## src/rtl/fetch_unit.sv

```systemverilog
`default_nettype none
// ============================================================================
// Module      : fetch_unit
// Description : Instruction-fetch stage: owns the PC, captures Instr_code into
//               the IF/ID register, handles stall, redirect/flush and the
//               end-of-memory halt. Optional counter enabled by FETCH_CNT_EN.
// Revision    : 1.0 - initial release
// ============================================================================
module fetch_unit #(
    parameter int          MEM_BYTES = 36,
    parameter logic [31:0] RESET_PC  = 32'h0000_0000
) (
    input  logic        clk,
    input  logic        reset,
    input  logic        stall_in,
    input  logic        redirect_valid,
    input  logic [31:0] redirect_pc,
    input  logic [31:0] Instr_code,
    output logic [31:0] PC,
    output logic        ifid_valid,
    output logic [31:0] ifid_instr,
    output logic [31:0] ifid_pc,
    output logic        fetch_done,
    output logic        fetch_err,
    output logic [31:0] instr_count
);

    localparam logic [31:0] c_LAST_ADDR = 32'(MEM_BYTES - 4);

    typedef enum logic [1:0] {
        S_BOOT = 2'd0,
        S_RUN  = 2'd1,
        S_HALT = 2'd2
    } state_t;

    state_t      r_state;
    logic [31:0] r_pc;
    logic [31:0] r_ifid_instr;
    logic [31:0] r_ifid_pc;
    logic        r_ifid_valid;
    logic        r_fetch_done;
    logic        r_fetch_err;

    logic [31:0] w_pc_inc;
    logic        w_redir_bad;
    logic        w_last_word;

    assign w_pc_inc    = r_pc + 32'd4;
    assign w_redir_bad = (redirect_pc[1:0] != 2'b00) || (redirect_pc > c_LAST_ADDR);
    // PC never advances past the last word, so this add cannot wrap.
    assign w_last_word = (w_pc_inc > c_LAST_ADDR);

    always_ff @(posedge clk or negedge reset) begin
        if (!reset) begin
            r_state      <= S_BOOT;
            r_pc         <= RESET_PC;
            r_ifid_valid <= 1'b0;
            r_ifid_instr <= 32'd0;
            r_ifid_pc    <= 32'd0;
            r_fetch_done <= 1'b0;
            r_fetch_err  <= 1'b0;
        end else begin
            case (r_state)
                S_BOOT: begin
                    r_ifid_valid <= 1'b0;
                    r_state      <= S_RUN;
                end

                S_RUN: begin
                    if (redirect_valid) begin
                        r_ifid_valid <= 1'b0;
                        if (w_redir_bad) begin
                            r_fetch_err <= 1'b1;
                            r_state     <= S_HALT;
                        end else begin
                            r_pc        <= redirect_pc;
                            r_fetch_err <= 1'b0;
                        end
                    end else if (!stall_in) begin
                        r_ifid_instr <= Instr_code;
                        r_ifid_pc    <= r_pc;
                        r_ifid_valid <= 1'b1;
                        if (w_last_word) begin
                            r_fetch_done <= 1'b1;
                            r_state      <= S_HALT;
                        end else begin
                            r_pc <= w_pc_inc;
                        end
                    end
                end

                S_HALT: begin
                    if (redirect_valid) begin
                        r_ifid_valid <= 1'b0;
                        if (w_redir_bad) begin
                            r_fetch_err <= 1'b1;
                        end else begin
                            r_pc         <= redirect_pc;
                            r_fetch_done <= 1'b0;
                            r_fetch_err  <= 1'b0;
                            r_state      <= S_RUN;
                        end
                    end else if (!stall_in) begin
                        // Last captured word is consumed; nothing new follows.
                        r_ifid_valid <= 1'b0;
                    end
                end

                default: begin
                    r_state <= S_BOOT;
                end
            endcase
        end
    end

    assign PC         = r_pc;
    assign ifid_valid = r_ifid_valid;
    assign ifid_instr = r_ifid_instr;
    assign ifid_pc    = r_ifid_pc;
    assign fetch_done = r_fetch_done;
    assign fetch_err  = r_fetch_err;

`ifdef FETCH_CNT_EN
    logic [31:0] r_instr_count;
    logic        w_capture;

    assign w_capture = (r_state == S_RUN) && !redirect_valid && !stall_in;

    always_ff @(posedge clk or negedge reset) begin
        if (!reset) begin
            r_instr_count <= 32'd0;
        end else if (w_capture && (r_instr_count != 32'hFFFF_FFFF)) begin
            r_instr_count <= r_instr_count + 32'd1;
        end
    end

    assign instr_count = r_instr_count;
`else
    assign instr_count = 32'd0;
`endif

endmodule
`default_nettype wire

```

## config.mk

```make
export PLATFORM = sky130hd
export DESIGN_NAME = fetch_unit
export DESIGN_NICKNAME = d
export VERILOG_FILES = /design/src/rtl/fetch_unit.sv
export SDC_FILE = /design/constraint.sdc
export NUM_CORES = 1
export LEC_CHECK = 0
export CELL_PAD_IN_SITES_DETAIL_PLACEMENT = 0
export CELL_PAD_IN_SITES_GLOBAL_PLACEMENT = 2
export CORE_MARGIN = 1
export CORE_UTILIZATION = 29
export DETAILED_ROUTE_END_ITERATION = 7
export PLACE_DENSITY_LB_ADDON = 0.2
export SLEW_MARGIN = 20
export SYNTH_ARGS = -nofsm -noshare
export SYNTH_HDL_FRONTEND = slang
export SYNTH_SLANG_ARGS = --single-unit
```

## constraint.sdc

```tcl
create_clock -name clk -period 5.3 [get_ports clk]
set_input_delay 1.06 -clock clk [delete_from_list [all_inputs] [get_ports clk]]
set_output_delay 1.06 -clock clk [all_outputs]
set_load 0.01 [all_outputs]
```

* Word-level counts from Yosys, hierarchy flattened *
Cells that the tools add are included.

storage, ports and cells
  output and inout bits = 131
  input bits = 68
  bits in registers = 101
  word-level logic and storage cells = 61

operators by class
  mux-type cells = 25
  bitwise operators = 2
  equality and inequality tests = 12
  magnitude comparators = 2
  add/sub/neg operators = 1
  reductions and logical operators = 12

operator list
  operator               number
  $mux 32                5
  $gt 32x6->1 const B    2
  $pmux 32 s2            1
  $add 32x3->32 const B  1
  $ne 3x3->1 const B     5
  $mux 2                 6
  $mux 1                 10
  $ne 2x2->1 const B     5
  $pmux 2 s3             1
  $reduce_and 3->1       2
  $reduce_and 6->1       1
  $reduce_and 5->1       1
  $reduce_and 4->1       1
  $reduce_bool 2->1      2
  $pmux 1 s3             1
  $reduce_bool 3->1      1
  $eq 2x1->1 const B     1
  $eq 2x2->1 const B     1
  $logic_not 2->1        1
  $not 1->1              2
  $pmux 1 s2             1
  $reduce_and 2->1       1
  $reduce_or 2->1        1
  $logic_or 1x1->1       1

* Longest topological paths before layout *
Gate-level depths: netlist of run 1.

  depth after elaboration = 6
  depth in mapped cells = 12
  gate-level depth less buffers = 9

* Worst setup path before layout of run 1 *
No wires, ideal clock.

  path type = input port to flip-flop
  from = input redirect_pc[10]
  to = register r_state[0]
  slack = 2.499 ns
  cell stages on the path = 8
  path buffers = 0
  library setup time = 0.079 ns
  data arrival time = 2.722 ns
  data required time = 5.221 ns
  cell sequence = nor4_1 -> nand3_1 -> nor3_1 -> nand2_1 -> mux2_2 -> a31oi_1 -> o31a_1 -> mux2i_1

between the ends
  cells in the longest elaborated chain, start to end = 4
  elaborated cells on any way between the ends = 5
  those cells by class = order compare (1); eq/ne (2); reduce/logical (2)

RTL lines
  what                                                              RTL line  text
  start, declared                                                   17        input logic [31:0] redirect_pc,
  $gt 32x6->1 (*)                                                   49        assign w_redir_bad = (redirect_pc[1:0] != 2'b00) || (redirect_pc > c_LAST_ADDR);
  $logic_or 1x1->1 (*)                                              49
  $ne 3x3->1 (no source line) / $ne 2x2->1 (equally long branches)  --
  $reduce_and 5->1 (no source line) (*)                             --
  end signal, assigned                                              55        r_state <= S_BOOT;
  end signal, assigned                                              66        r_state <= S_RUN;
  end signal, assigned                                              74        r_state <= S_HALT;
  end, declared                                                     36        state_t r_state;

Mark *: on every way between the ends. The rest lies on a longest branch, timed or not.
A chain may end at the register's enable or synchronous reset.

* Worst setup path in the final report of run 1 *
  from = register r_pc[2], in the netlist PC[2]
  to = register r_pc[16], in the netlist PC[16]

between the ends
  cells in the longest elaborated chain, start to end = 5
  elaborated cells on any way between the ends = 8
  those cells by class = add/sub (1); order compare (1); eq/ne (1); mux (4); reduce/logical (1)

RTL lines
  what                                                 RTL line  text
  start, declared                                      37        logic [31:0] r_pc;
  start signal, assigned                               76        r_pc <= redirect_pc;
  start signal, assigned                               87        r_pc <= w_pc_inc;
  start signal, assigned                               98        r_pc <= redirect_pc;
  $add 32x3->32 (*)                                    48        assign w_pc_inc = r_pc + 32'd4;
  branches (longest 4 deep; another with $gt 32x6->1)  --

Every way passes the cells marked *. The select of a mux whose other input is x is not followed.

==> reports/metrics.csv, run 1 <==
stage;metric;value;unit
sta;max_freq;291;MHz
yosys;synth_top_area_share;0.518;
yosys;synth_seq_area_share;0.518;
cells_and_area;n_antenna_cell;0;
critical_path;reg2reg_slack;1870;ps
sta;clock_skew;7.11;ps
cells_and_area;regArea;2530;sq um
routing;drc_errors;0;
yosys;synth_edf_count;0;
global_route;grt_pass1_wl;20.6;mm
critical_path;r2r_start;PC[2]$_DFFE_PN0P_;
yosys;yosys.area.top_type;dfrtp_1;
clock_tree;hold_buffers;0;
run_status;status;completed;
cells_and_area;multi_input_area;2130;sq um
yosys;syn_inst;408;
floorplanning;die_area;17400;sq um
yosys;yosys-top-cells-area;dfrtp_1, mux2_2, buf_4;
floorplanning;die_h;132;microns
clock_tree;cts_resized;0;
clock_tree;clock_path_buffers;2;
worst_hold_path;hold_class;flop to flop;
critical_path;critPathKind;flop to flop;
sta;setup_viol;0;
power;cellLeakagePower;2.91;nW
global_route;grt_max_degree;69;
critical_path;crit_arrival;3670;ps
placed_design;io_buffer_count;166;
sta;tightest_slew;902;ps
sta;relSlewSlack;0.399;
power;power_density;383;nW/um^2
sta;finalHoldViolCount;0;
yosys;synth_cell_types;61;
critical_path;cp-end-kind;flop;
clock_tree;clk_pin_slew;70;ps
placed_design;place_ws;1700;ps
clock_tree;postCtsSetupRepairBufs;0;
global_route;overflow;0;
power;ir_drop;262;uV
clock_tree;cts_root_buffer;clkbuf_16;
critical_path;setup.worst_path.start_class;flop;
yosys;ys_ff_latch;101;
sta;final.setup.worst_slack;1870;ps
cells_and_area;area_delta_synth_final;41.9;%
run;maxCapViolCount;0;
floorplanning;core;16500;sq um
routing;wl_per_cell;15.4;microns
yosys;ys_warn_count;0;
clock_tree;insertion_delay;350;ps
global_route;grt_pass1_vias;3930;
critical_path;endpoint;PC[16]$_DFFE_PN0P_;
floorplanning;num_io_pins;199;
sta;grt_setup_unrepaired;no;
critical_path;reg2regPathDepth;9;
routing;postRouteWirelength;12.2;mm
power;total_power;2.65;mW
routing;drt_pre_antenna_iters;6;
floorplanning;initial_utilization;0.295;
routing;drtIter0Drc;86;
global_route;antenna_found_initial;0;
sta;finalCriticalPeriod;3430;ps
routing;ant_nets;0;
global_route;gr-usage-all-layers;0.150;
cells_and_area;nFillCells;1579;
clock_tree;cts_buffers;9;
cells_and_area;final_core_util;0.419;
floorplanning;die_w;132;microns
floorplanning;fp-row-count;47;
critical_path;crit_start;PC[2]$_DFFE_PN0P_;
placed_design;place_congestion;0.747;
routing;vias_per_cell;4.64;
sta;setup_tns;0;ps
critical_path;cp_max_fo;24;
placed_design;hpwl;8.78;mm
sta;period_share;0.648;
routing;vias;3678;
critical_path;required;5540;ps
yosys;syn-cell-area;4880;sq um
yosys;async_reset_ff_frac;1.00;
cells_and_area;nets;641;
clock_tree;cts_tree;done;
clock_tree;cts_sinks;101;
sta;slew_viol_final;0;
cells_and_area;drive_gt1_frac;0.190;
yosys;avgSynthCellArea;12.0;sq um
clock_tree;htreeDepth;3;
yosys;synth_flop_cell;dfrtp_1;
critical_path;regToRegEndpoint;PC[16]$_DFFE_PN0P_;
## per-stage QoR
stage	cells	area (sq um)	hold WS, ps
2_1_floorplan	439	5000	539
3_3_place_gp	777	6620	488
3_5_place_dp	777	6620	495
4_1_cts	793	6930	511
5_1_grt	793	6930	516
6_report	793	6930	507
## critical path: stages, from the launching register on
cell     delay [ps]
dfrtp_1         550
ha_1            290
nand3_1         360
or2_2           410
a211o_1         260
a22o_1          210
nor4_2          350
a41o_1          430
nand2_4         230
and2_1          220
## logic make-up after synthesis
logic type                 synth area share
muxes                                 0.157
xor gates and xnor gates            0.00897
buffers and inverters                0.0718
adders and majority gates            0.0128
DFF                                   0.518
AOI/OAI and AO/OA                    0.0687
other                              0.000768
and+or+nand+nor                       0.163
## cell usage after synthesis (3+ instances only)
cell / n
and2_1: 12
nor4_1: 12
clkbuf_1: 13
and3_1: 3
nor3_1: 7
a21oi_1: 8
ha_1: 5
inv_1: 5
a31oi_1: 5
o21ai_0: 6
buf_6: 3
or3_1: 3
nand4_1: 11
and4_1: 4
mux2_2: 67
and2_4: 14
nor2_1: 11
xnor2_1: 4
o22ai_1: 5
dfrtp_1: 101
nand2_1: 13
buf_4: 32
nand3_1: 13
## flip-flops by register name, summed over array words and instances, names as in the netlist
name and count:
fetch_err 1, ifid_pc 32, PC 32, r_state 2
ifid_valid 1, ifid_instr 32, fetch_done 1
## cells in the final DEF, fill, tap and decap left out, drive strengths merged, types with 7 or more instances in the layout
| cell | instances |
|---|---|
| nand2 | 14 |
| nor4 | 14 |
| clkbuf | 11 |
| dfrtp | 101 |
| nand4 | 12 |
| mux2 | 67 |
| nand3 | 13 |
| conb | 32 |
| and2 | 28 |
| a21oi | 8 |
| clkdlybuf4s50 | 165 |
| nor2 | 11 |
| nor3 | 7 |
## report_power, final
| part | total, mW | leakage, nW | internal, mW | switching [mW] |
|---|---|---|---|---|
| clock | 0.669 | 0.146 | 0.380 | 0.289 |
| sequential | 1.05 | 1.31 | 0.932 | 0.113 |
| combinational | 0.940 | 1.45 | 0.523 | 0.417 |
## area by class of cell
| cell class | instances | share of cell area |
|---|---|---|
| tap | 220 | 0.0397 |
| inverter | 5 | 0.00271 |
| clock buffer | 11 | 0.0350 |
| sequential | 101 | 0.365 |
| multi-input combinational | 283 | 0.307 |
| timing repair buffer | 168 | 0.242 |
| clock inverter | 5 | 0.00867 |
## metal layers
metal,track usage,up-vias,wire (microns)
li1,-,1733,-
met1,0.177,1803,5300
met2,0.243,122,5700
met3,0.0627,20,1000
met4,0.0517,0,217
met5,0,-,0
## worst min path at each step
stage | start | endpoint | slack [ps] | cells after the start
finish | ifid_pc[30]$_DFFE_PN0P_ | ifid_pc[30]$_DFFE_PN0P_ | 510 | 1
global route | ifid_pc[1]$_DFFE_PN0P_ | ifid_pc[1]$_DFFE_PN0P_ | 520 | 1
CTS | ifid_instr[16]$_DFFE_PN0P_ | ifid_instr[16]$_DFFE_PN0P_ | 510 | 1
detailed placement | ifid_instr[16]$_DFFE_PN0P_ | ifid_instr[16]$_DFFE_PN0P_ | 490 | 1
global placement | ifid_instr[31]$_DFFE_PN0P_ | ifid_instr[31]$_DFFE_PN0P_ | 490 | 1
floorplan | r_state[1]$_DFFE_PN0P_ | r_state[1]$_DFFE_PN0P_ | 540 | 2
Power figures use the tool's default switching activity.
==> run 2, diff against run 1 <==
- CORE_UTILIZATION: 29 -> 27
- clock period: 5.3 -> 3.51 ns (I/O delays scaled with it)
==> run 2 against run 1 <==
Net effect: highest routed layer unchanged; wire length grew 2.7%; sequential power rose by 50%; flip-flop and latch count is the same; power increased by 54%; critical path depth unchanged; register-to-register slack worse by 1500 ps; worst hold slack lost 130 ps; clock skew grew 3.1 ps; fmax grew 9.1%.
==> reports/metrics.csv, run 2 (synthesis gave the netlist of run 1 again) <==
stage;metric;value;unit;change
sta;clock_skew;10.2;ps;+3.09 ps
global_route;grt_pass1_wl;20.5;mm;about the same
placed_design;dp.cells;788;;+1.4%
global_route;antenna_found_initial;0;;unchanged
routing;postRouteWirelength;12.6;mm;+2.7%
placed_design;place_ws;344;ps;-1360 ps
placed_design;hpwl;9.36;mm;+6.6%
floorplanning;die_area;18600;sq um;+7.3%
clock_tree;postCtsSetupRepairBufs;0;;unchanged
critical_path;slowest_delay;510;ps;-40 ps
power;power_density;583;nW/um^2;+52%
cells_and_area;final_common_cell;clkdlybuf4s50_1;;
cells_and_area;drive_gt1_frac;0.200;;+0.0101
power;ir_drop;384;uV;+47%
floorplanning;core;17500;sq um;+5.8%
cells_and_area;final_core_util;0.402;;-0.0166
clock_tree;clk_pin_slew;70;ps;about the same
cells_and_area;fin_cells;804;;+1.4%
sta;finalCriticalPeriod;3150;ps;-288 ps
critical_path;r2r_start;PC[2]$_DFFE_PN0P_;;
worst_hold_path;hold_class;primary input to async pin;;
power;total_power;4.10;mW;+54%
global_route;overflow;0;;unchanged
floorplanning;die_w;136;microns;+3.6%
placed_design;place_area;6710;sq um;+1.3%
placed_design;io_buffer_count;166;;unchanged
floorplanning;num_io_pins;199;;unchanged
critical_path;crit_arrival;3380;ps;-290 ps
cells_and_area;final_cell_mix;clkdlybuf4s50_1, dfrtp_1, mux2_2, conb_1, and2_4;;
cells_and_area;n_antenna_cell;0;;unchanged
global_route;grt_pass1_vias;3985;;+1.4%
sta;final.setup.worst_slack;364;ps;-1500 ps
sta;whs;378;ps;-129 ps
cells_and_area;area_delta_synth_final;44.1;%;
clock_tree;hold_buffers;0;;unchanged
clock_tree;cts_tree;done;;
routing;wl_per_cell;15.6;microns;+1.3%
routing;vias_per_cell;4.70;;+1.4%
critical_path;path_cells;ha_1, nand3_1, or2_2, a211o_1, a22o_1, nor4_2, a41o_1, nand2_4, and2_1;;
routing;ant_nets;0;;unchanged
critical_path;setup.worst_path.start_class;flop;;
cells_and_area;nets;647;;+0.94%
sta;relSlewSlack;0.556;;+0.157
routing;drtIter0Drc;80;;-7.0%
clock_tree;insertion_delay;350;ps;about the same
critical_path;cp-end-kind;flop;;
global_route;gr-usage-all-layers;0.144;;-0.00546
cells_and_area;stdcell_area;7030;sq um;+1.6%
placed_design;place_congestion;0.777;;+4.1%
sta;tightest_slew;666;ps;-236 ps
run;maxCapViolCount;0;;unchanged
critical_path;required;3750;ps;-1790 ps
critical_path;cp_max_fo;24;;unchanged
sta;finalHoldViolCount;0;;unchanged
routing;drt_pre_antenna_iters;4;;-2
floorplanning;fp-row-count;48;;+2.1%
critical_path;critPathSlowestCell;dfrtp_1;;
global_route;grt_max_degree;53;;-23%
sta;slew_viol_final;0;;unchanged
clock_tree;cts_sinks;101;;unchanged
critical_path;reg2reg_slack;360;ps;-1500 ps
power;cellLeakagePower;2.95;nW;+1.6%
run_status;status;completed;;
routing;drc_errors;0;;unchanged
routing;vias;3781;;+2.8%
critical_path;reg2regPathDepth;9;;unchanged
sta;max_freq;318;MHz;+9.1%
critical_path;critPathKind;flop to flop;;
critical_path;regToRegEndpoint;PC[31]$_DFFE_PN0P_;;
clock_tree;htreeDepth;3;;unchanged
clock_tree;cts_resized;0;;unchanged
clock_tree;cts_root_buffer;clkbuf_16;;
sta;setup_viol;0;;unchanged
floorplanning;initial_utilization;0.279;;-0.0161
sta;grt_setup_unrepaired;no;;
sta;setup_tns;0;ps;unchanged
floorplanning;die_h;136;microns;+3.6%
clock_tree;clock_path_buffers;2;;unchanged
clock_tree;cts_buffers;9;;unchanged
sta;period_share;0.896;;+0.248
run 2: cell count changes in the layout (fill, tap and decap cells not counted), sizes merged:
cell | before | now
clkinv | 3 | 1
clkbuf | 11 | 9
inv | 5 | 7
bufinv | 1 | 2
buf | 3 | 9
clkinvlp | 1 | 2
run 2: how the worst max path moves through the flow:
stage,cells past startpoint,slack (ps),startpoint,endpoint
after floorplan,10,790,PC[2]$_DFFE_PN0P_,PC[25]$_DFFE_PN0P_
after global placement,9,490,PC[2]$_DFFE_PN0P_,PC[6]$_DFFE_PN0P_
after detailed placement,9,340,PC[2]$_DFFE_PN0P_,PC[25]$_DFFE_PN0P_
after CTS,9,340,PC[2]$_DFFE_PN0P_,PC[12]$_DFFE_PN0P_
after global routing,9,100,PC[2]$_DFFE_PN0P_,PC[13]$_DFFE_PN0P_
final,9,360,PC[2]$_DFFE_PN0P_,PC[31]$_DFFE_PN0P_
run 2: metal layers:
layer  global-route usage  vias up  routed length, microns
met5                    0        -                       0
met4               0.0469        0                     174
met3               0.0570       15                    1120
met2                0.241      138                    6060
met1                0.168     1868                    5200
li1                     -     1760                       -
run 2: cell type report:
cell class              count  area (sq um)
multi-input cells         283          2130
repair buffers            174          1760
clock inverters             7          97.6
flip-flops and latches    101          2530
well taps                 225           282
inverters                   5          18.8
clock buffers               9           225
fillers                  1697         10400
run 2: worst max-delay path, delay by kind of cell (launching register included):
family | cells | cell delay (ps)
and+or+nand+nor | 5 | 1350
DFF | 1 | 510
AOI/OAI and AO/OA | 3 | 890
adders and majority gates | 1 | 260
run 2: power breakdown:
group | total [mW] | switching (mW) | internal [mW]
Sequential | 1.57 | 0.162 | 1.41
Combinational | 1.45 | 0.635 | 0.813
Clock | 1.08 | 0.453 | 0.629
Total | 4.10 | 1.25 | 2.85
